--- config.mk ---
export PLATFORM = sky130hd
export DESIGN_NAME = multi_current_sensor
export DESIGN_NICKNAME = d
export VERILOG_FILES = /design/src/rtl/multi_current_sensor.sv
export SDC_FILE = /design/constraint.sdc
export NUM_CORES = 1
export LEC_CHECK = 0
export ABC_AREA = 1
export CAP_MARGIN = 20
export CORE_UTILIZATION = 50
export CTS_BUF_LIST = sky130_fd_sc_hd__clkbuf_16
export DETAILED_ROUTE_END_ITERATION = 10
export GPL_TIMING_DRIVEN = 0
export PLACE_DENSITY = 0.76
export SYNTH_ARGS = -nofsm -noshare
export SYNTH_HDL_FRONTEND = slang
export SYNTH_SLANG_ARGS = --single-unit
--- constraint.sdc ---
create_clock -name clk_i -period 1.9 [get_ports clk_i]
set_input_delay 0.38 -clock clk_i [delete_from_list [all_inputs] [get_ports clk_i]]
set_output_delay 0.38 -clock clk_i [all_outputs]
set_load 0.03 [all_outputs]
--- src/rtl/multi_current_sensor.sv ---
`default_nettype none
// ============================================================================
// Module  : multi_current_sensor
// Brief   : Periodic SPI readout of NUM_CHANNELS current-sense ADCs sharing SCK/MISO.
//           Optional per-channel IIR smoothing: define CURRENT_SENSOR_FILTER_EN.
// Rev     : 1.0  initial release
// ============================================================================
module multi_current_sensor #(
  parameter int CLK_FREQ_HZ    = 32_000_000,
  parameter int UPDATE_FREQ_HZ = 100,
  parameter int NUM_CHANNELS   = 4,
  parameter int DATA_WIDTH     = 16,
  parameter int RESULT_WIDTH   = 15,
  parameter int SCK_DIV        = 5,
  parameter int CPHA           = 1
) (
  input  logic                                 clk_i,
  input  logic                                 reset_i,
  input  logic                                 enable_i,
  input  logic                                 miso_i,
  output logic                                 sck_o,
  output logic [NUM_CHANNELS-1:0]              ss_n_o,
  output logic [NUM_CHANNELS*RESULT_WIDTH-1:0] current_o,
  output logic [NUM_CHANNELS-1:0]              sample_valid_o,
  output logic                                 sweep_done_o,
  output logic                                 busy_o,
  output logic                                 overrun_o
);

  localparam int UPDATE_PERIOD = CLK_FREQ_HZ / UPDATE_FREQ_HZ;
  localparam int PER_W  = (UPDATE_PERIOD > 1) ? $clog2(UPDATE_PERIOD) : 1;
  localparam int DIV_W  = $clog2(SCK_DIV);
  localparam int HALF_W = $clog2(2 * DATA_WIDTH);
  localparam int IDX_W  = (NUM_CHANNELS > 1) ? $clog2(NUM_CHANNELS) : 1;

  localparam logic [PER_W-1:0]  PER_LAST  = PER_W'(UPDATE_PERIOD - 1);
  localparam logic [DIV_W-1:0]  DIV_LAST  = DIV_W'(SCK_DIV - 1);
  localparam logic [HALF_W-1:0] HALF_LAST = HALF_W'(2 * DATA_WIDTH - 1);
  localparam logic [IDX_W-1:0]  IDX_LAST  = IDX_W'(NUM_CHANNELS - 1);

  localparam logic [2:0] S_IDLE     = 3'd0;
  localparam logic [2:0] S_SETUP    = 3'd1;
  localparam logic [2:0] S_SHIFT    = 3'd2;
  localparam logic [2:0] S_HOLD     = 3'd3;
  localparam logic [2:0] S_DESELECT = 3'd4;

  logic [2:0]              state_q, state_d;
  logic [PER_W-1:0]        per_q;
  logic [DIV_W-1:0]        div_q;
  logic [HALF_W-1:0]       half_q;
  logic [IDX_W-1:0]        idx_q;
  logic [DATA_WIDTH-2:0]   shift_q;
  logic [NUM_CHANNELS-1:0] valid_q;
  logic                    done_q;
  logic                    overrun_q;

  logic                    tick, div_end, half_last, idx_last, sel_active;
  logic                    sample_now, sample_last;
  logic [DATA_WIDTH-1:0]   rx_word;
  logic [RESULT_WIDTH-1:0] rx_result;
  logic                    unused_word;

  assign tick      = (per_q == '0) && enable_i;
  assign div_end   = (div_q == DIV_LAST);
  assign half_last = (half_q == HALF_LAST);
  assign idx_last  = (idx_q == IDX_LAST);
  assign rx_word   = {shift_q, miso_i};
  assign rx_result = rx_word[RESULT_WIDTH-1:0];
  assign unused_word = ^rx_word;

  // SCK is high in even half-periods; the sampling clk edge is the one that flips SCK.
  generate
    if (CPHA != 0) begin : g_cpha1
      assign sample_now  = (state_q == S_SHIFT) && div_end && !half_q[0];
      assign sample_last = sample_now && (half_q == HALF_W'(2 * DATA_WIDTH - 2));
    end else begin : g_cpha0
      assign sample_now  = div_end && ((state_q == S_SETUP) ||
                           ((state_q == S_SHIFT) && half_q[0] && !half_last));
      assign sample_last = sample_now && (state_q == S_SHIFT) &&
                           (half_q == HALF_W'(2 * DATA_WIDTH - 3));
    end
  endgenerate

  always_ff @(posedge clk_i) begin
    if (reset_i) state_q <= S_IDLE;
    else         state_q <= state_d;
  end

  always_comb begin
    state_d = state_q;
    case (state_q)
      S_IDLE:     if (tick)                state_d = S_SETUP;
      S_SETUP:    if (div_end)             state_d = S_SHIFT;
      S_SHIFT:    if (div_end && half_last) state_d = S_HOLD;
      S_HOLD:     if (div_end)             state_d = S_DESELECT;
      S_DESELECT: if (div_end)             state_d = idx_last ? S_IDLE : S_SETUP;
      default:                             state_d = S_IDLE;
    endcase
  end

  always_comb begin
    ss_n_o     = '1;
    sck_o      = 1'b0;
    busy_o     = (state_q != S_IDLE);
    sel_active = (state_q == S_SETUP) || (state_q == S_SHIFT) || (state_q == S_HOLD);
    for (int k = 0; k < NUM_CHANNELS; k++) begin
      if (sel_active && (idx_q == IDX_W'(k))) ss_n_o[k] = 1'b0;
    end
    if (state_q == S_SHIFT) sck_o = ~half_q[0];
  end

  always_ff @(posedge clk_i) begin
    if (reset_i) begin
      per_q     <= '0;
      div_q     <= '0;
      half_q    <= '0;
      idx_q     <= '0;
      shift_q   <= '0;
      valid_q   <= '0;
      done_q    <= 1'b0;
      overrun_q <= 1'b0;
    end else begin
      per_q   <= (per_q == '0) ? PER_LAST : per_q - PER_W'(1);
      valid_q <= '0;
      done_q  <= 1'b0;
      div_q   <= ((state_q == S_IDLE) || div_end) ? '0 : div_q + DIV_W'(1);
      if (state_q != S_SHIFT)  half_q <= '0;
      else if (div_end)        half_q <= half_q + HALF_W'(1);
      if (tick && (state_q != S_IDLE)) overrun_q <= 1'b1;
      if ((state_q == S_IDLE) && tick) idx_q <= '0;
      if ((state_q == S_DESELECT) && div_end) begin
        if (idx_last) done_q <= 1'b1;
        else          idx_q  <= idx_q + IDX_W'(1);
      end
      if (sample_now)  shift_q <= rx_word[DATA_WIDTH-2:0];
      if (sample_last) valid_q <= NUM_CHANNELS'(1) << idx_q;
    end
  end

  assign sample_valid_o = valid_q;
  assign sweep_done_o   = done_q;
  assign overrun_o      = overrun_q;

  generate
    for (genvar k = 0; k < NUM_CHANNELS; k++) begin : g_chan
      logic                    hit;
      logic [RESULT_WIDTH-1:0] y_q;
      assign hit = sample_last && (idx_q == IDX_W'(k));
`ifdef CURRENT_SENSOR_FILTER_EN
      logic                           primed_q;
      logic signed [RESULT_WIDTH+1:0] diff, delta, sum;
      logic                           unused_sum;
      assign diff  = $signed({2'b00, rx_result}) - $signed({2'b00, y_q});
      assign delta = diff >>> 2;
      assign sum   = $signed({2'b00, y_q}) + delta;
      assign unused_sum = ^sum[RESULT_WIDTH+1:RESULT_WIDTH];
      always_ff @(posedge clk_i) begin
        if (reset_i) begin
          y_q      <= '0;
          primed_q <= 1'b0;
        end else if (hit) begin
          primed_q <= 1'b1;
          y_q      <= primed_q ? sum[RESULT_WIDTH-1:0] : rx_result;
        end
      end
`else
      always_ff @(posedge clk_i) begin
        if (reset_i)  y_q <= '0;
        else if (hit) y_q <= rx_result;
      end
`endif
      assign current_o[k*RESULT_WIDTH +: RESULT_WIDTH] = y_q;
    end
  endgenerate

endmodule
`default_nettype wire
==> flow_summary.yaml <==
yosys:
  synth_cell_types: 33
  yosysWarnings: 0
  synthSimpleGateAreaFrac: 0.1762
  synthCells: 594
  synth_top_family_by_area: "compound AO/OA/AOI/OAI gates"
  synth_compound_area_frac: 0.1835
  syn_area_um2: 4588
  synthMuxAreaShare: 0
  synth_fa_ha_area_frac: 0.03000
  synth.avg_cell_area_um2: 7.724
  synthXorXnorAreaFrac: 0.01145
  yosys_register_bits: 112
  ys_seq_area_frac: 0.4887
  synthesis.nets: 609
routing:
  final_antenna_net_count: 0
  wl_per_cell_um: 13.66
  routed_wl_um: 10850
  dr_total_vias: 4083
  drc: 16
  drt_first_pass_iters: 8
  viasPerCell: 5.142
  drtIter0Drc: 220
clock_tree:
  clkTransAtPathRegs_ns: 0.07
  cts-root-buf: "clkbuf_16"
  clock_sinks: 112
  cts_tree: "yes"
  cts_buffers: 9
  hold_buffers: 0
  clockBufferDepth: 2
  insertion_delay_ns: 0.35
  htreeDepth: 3
finish:
  seqCellArea_um2: 2246
  final_cell_mix: "dfxtp_1, inv_1, nor2_1"
  multi_input_area_um2: 1866
  syn_to_final_growth_pct: 26.12
  final_common_cell: "dfxtp_1"
  fin_nets: 696
  stdcell_area_um2: 5787
  fill_cells: 752
  final_layout_size_suffix_gt1_frac: 0.08309
  n_antenna_cell: 0
  finish.utilization: 0.6571
die:
  dieArea_um2: 9564
  placeableCoreArea_um2: 8806
  ioPinCount: 76
  die_w_um: 97.80
  initial_core_util: 0.5210
  die_h_um: 97.80
  fp-row-count: 34
min_path:
  hp-start: "g_chan[1].y_q[13]"
  whs_path_depth: 2
  hold_path_end: "g_chan[1].y_q[13]"
  hold_class: "flop to flop"
status:
  status: "complete, but fails checks"
  violations: "DRC"
worst_setup_path:
  end_kind: "output port"
  required_ns: 1.52
  critPathMaxFanout: 5
  critPathKind: "flop to output port"
  worst_ep_arrival_time_ns: 1.49
  r2r_start: "half_q[0]"
  reg2reg_to: "g_chan[2].y_q[9]"
  cp-start-kind: "flop"
  worst_r2r_path_depth: 8
  rrSetupSlack_ns: 0.13
power:
  p_total_mw: 6.692
  leakage_nw: 2.248
  powerDensity_nw_per_um2: 1156
  ir_worst_vdd_mv: 1.026
place:
  io_buffers: 75
  place_area_um2: 5474
  gp_congestion: 0.9060
  dp_hpwl_um: 7755
grt:
  grt_pass1_wl_um: 18170
  grt_usage: 0.2386
  grt_pass1_vias: 3845
  grt_remaining_overflow: 0
  grt_max_degree: 21
  antenna_found_initial: 0
run:
  maxCapViolations: 0
sta:
  worstMarginPinSlew_ns: 0.5359
  slew_viol_final: 0
  fin_crit_sh: 0.9858
  period_needed_ns: 1.873
  clock_skew_ns: 0.008440
  hold_viol_final: 0
  fmax_ghz: 0.5339
  setup_viol: 0
  grt_setup_unrepaired: "yes"
  slew-limit-headroom: 0.6427
## final cells by class
class,count,area share
Buffer,26,0.02832
Tap cell,108,0.02335
Clock inverter,7,0.01146
Clock buffer,9,0.03892
Inverter,92,0.05968
Sequential cell,112,0.3881
Timing Repair Buffer,76,0.1278
Multi-Input combinational cell,364,0.3224
## metrics by stage
| step | TNS [ns] | setup WS [ns] | instances | hold slack, ns |
|---|---|---|---|---|
| after detailed placement | -3.479 | -0.1991 | 777 | 0.4359 |
| after floorplan | 0 | 0.4484 | 594 | 0.4173 |
| final | 0 | 0.02701 | 794 | 0.4439 |
| after CTS | 0 | 0.007649 | 794 | 0.4469 |
| after global routing | -0.02600 | -0.02600 | 794 | 0.4658 |
| after global placement | -2.648 | -0.1562 | 777 | 0.4313 |
## critical path: stages, from the launching register on
cell             delay [ns]
dfxtp_1                0.44
inv_1                  0.12
ha_1                   0.22
nand2_1                0.07
clkdlybuf4s15_2        0.29
## routing by layer
layer / GRT usage / wire, µm
met5: 0 / 0
met4: 0.07459 / 140
met3: 0.04009 / 609
met2: 0.4184 / 5376
met1: 0.3000 / 4724
## Yosys cell counts
cell type	instances	area [µm²]
xnor2_1	3	26.28
xor2_1	3	26.28
a21oi_1	75	375.4
nand3_1	22	110.1
dfxtp_1	112	2242
buf_4	1	7.510
inv_1	91	341.6
and3_1	1	6.260
o21ai_1	30	150.1
nand3_4	2	35.03
or2_2	4	25.02
clkbuf_1	12	45.04
nor3_4	1	16.27
buf_6	7	78.83
nor3_1	2	10.01
nand4_1	7	43.79
a31oi_1	5	31.28
nor2_1	80	300.3
inv_2	1	3.750
o22ai_1	1	6.260
o21ai_0	51	255.2
nor2_2	1	6.260
buf_2	5	25.02
nor2_4	1	11.26
o21ai_2	1	8.760
nand2_2	2	12.51
buf_1	1	3.750
nand3b_1	2	15.01
o21bai_1	1	7.510
ha_1	11	137.6
o21a_1	1	7.510
nand2_1	56	210.2
nor4_1	1	6.260
## logic make-up after synthesis
| logic type | count (synthesis) |
|---|---|
| XOR/XNOR | 6 |
| AO/OA/AOI/OAI | 165 |
| AND/OR/NAND/NOR | 182 |
| buffers and inverters | 118 |
| flip-flops | 112 |
| adder cells (fa/ha/maj) | 11 |
## repair_timing
| action | CTS | global route |
|---|---|---|
| pin swaps | 1 | 0 |
| buffers inserted | 1 | 0 |
| endpoints found under the setup margin | 6 | 21 |
| cloned | 0 | 0 |
| gates resized for setup | 19 | 16 |
## where the power goes
part | switching (mW) | internal (mW)
Clock | 0.920 | 0.921
Sequential | 0.222 | 2.58
Combinational | 1.34 | 0.706
Total | 2.49 | 4.20
## sequential cells by signal, summed over array words and instances (netlist names)
| signal | cells |
|---|---|
| per_q | 19 |
| idx_q | 2 |
| state_q | 3 |
| g_chan.y_q | 60 |
| div_q | 3 |
| shift_q | 14 |
| sample_valid_o | 4 |
| sweep_done_o | 1 |
| half_q | 5 |
| overrun_o | 1 |
## worst max-delay path by stage
| stage | start | to | slack (ns) | cells past startpoint |
|---|---|---|---|---|
| after global placement | reset_i | shift_q[10] | -0.16 | 6 |
| final | idx_q[1] | ss_n_o[1] | 0.03 | 4 |
| after global routing | idx_q[1] | ss_n_o[1] | -0.03 | 4 |
| after CTS | state_q[1] | busy_o | 0.008 | 5 |
| after floorplan | div_q[0] | g_chan[3].y_q[10] | 0.45 | 9 |
| after detailed placement | reset_i | shift_q[10] | -0.20 | 6 |
Note: power is estimated with default switching activity, not from simulation.
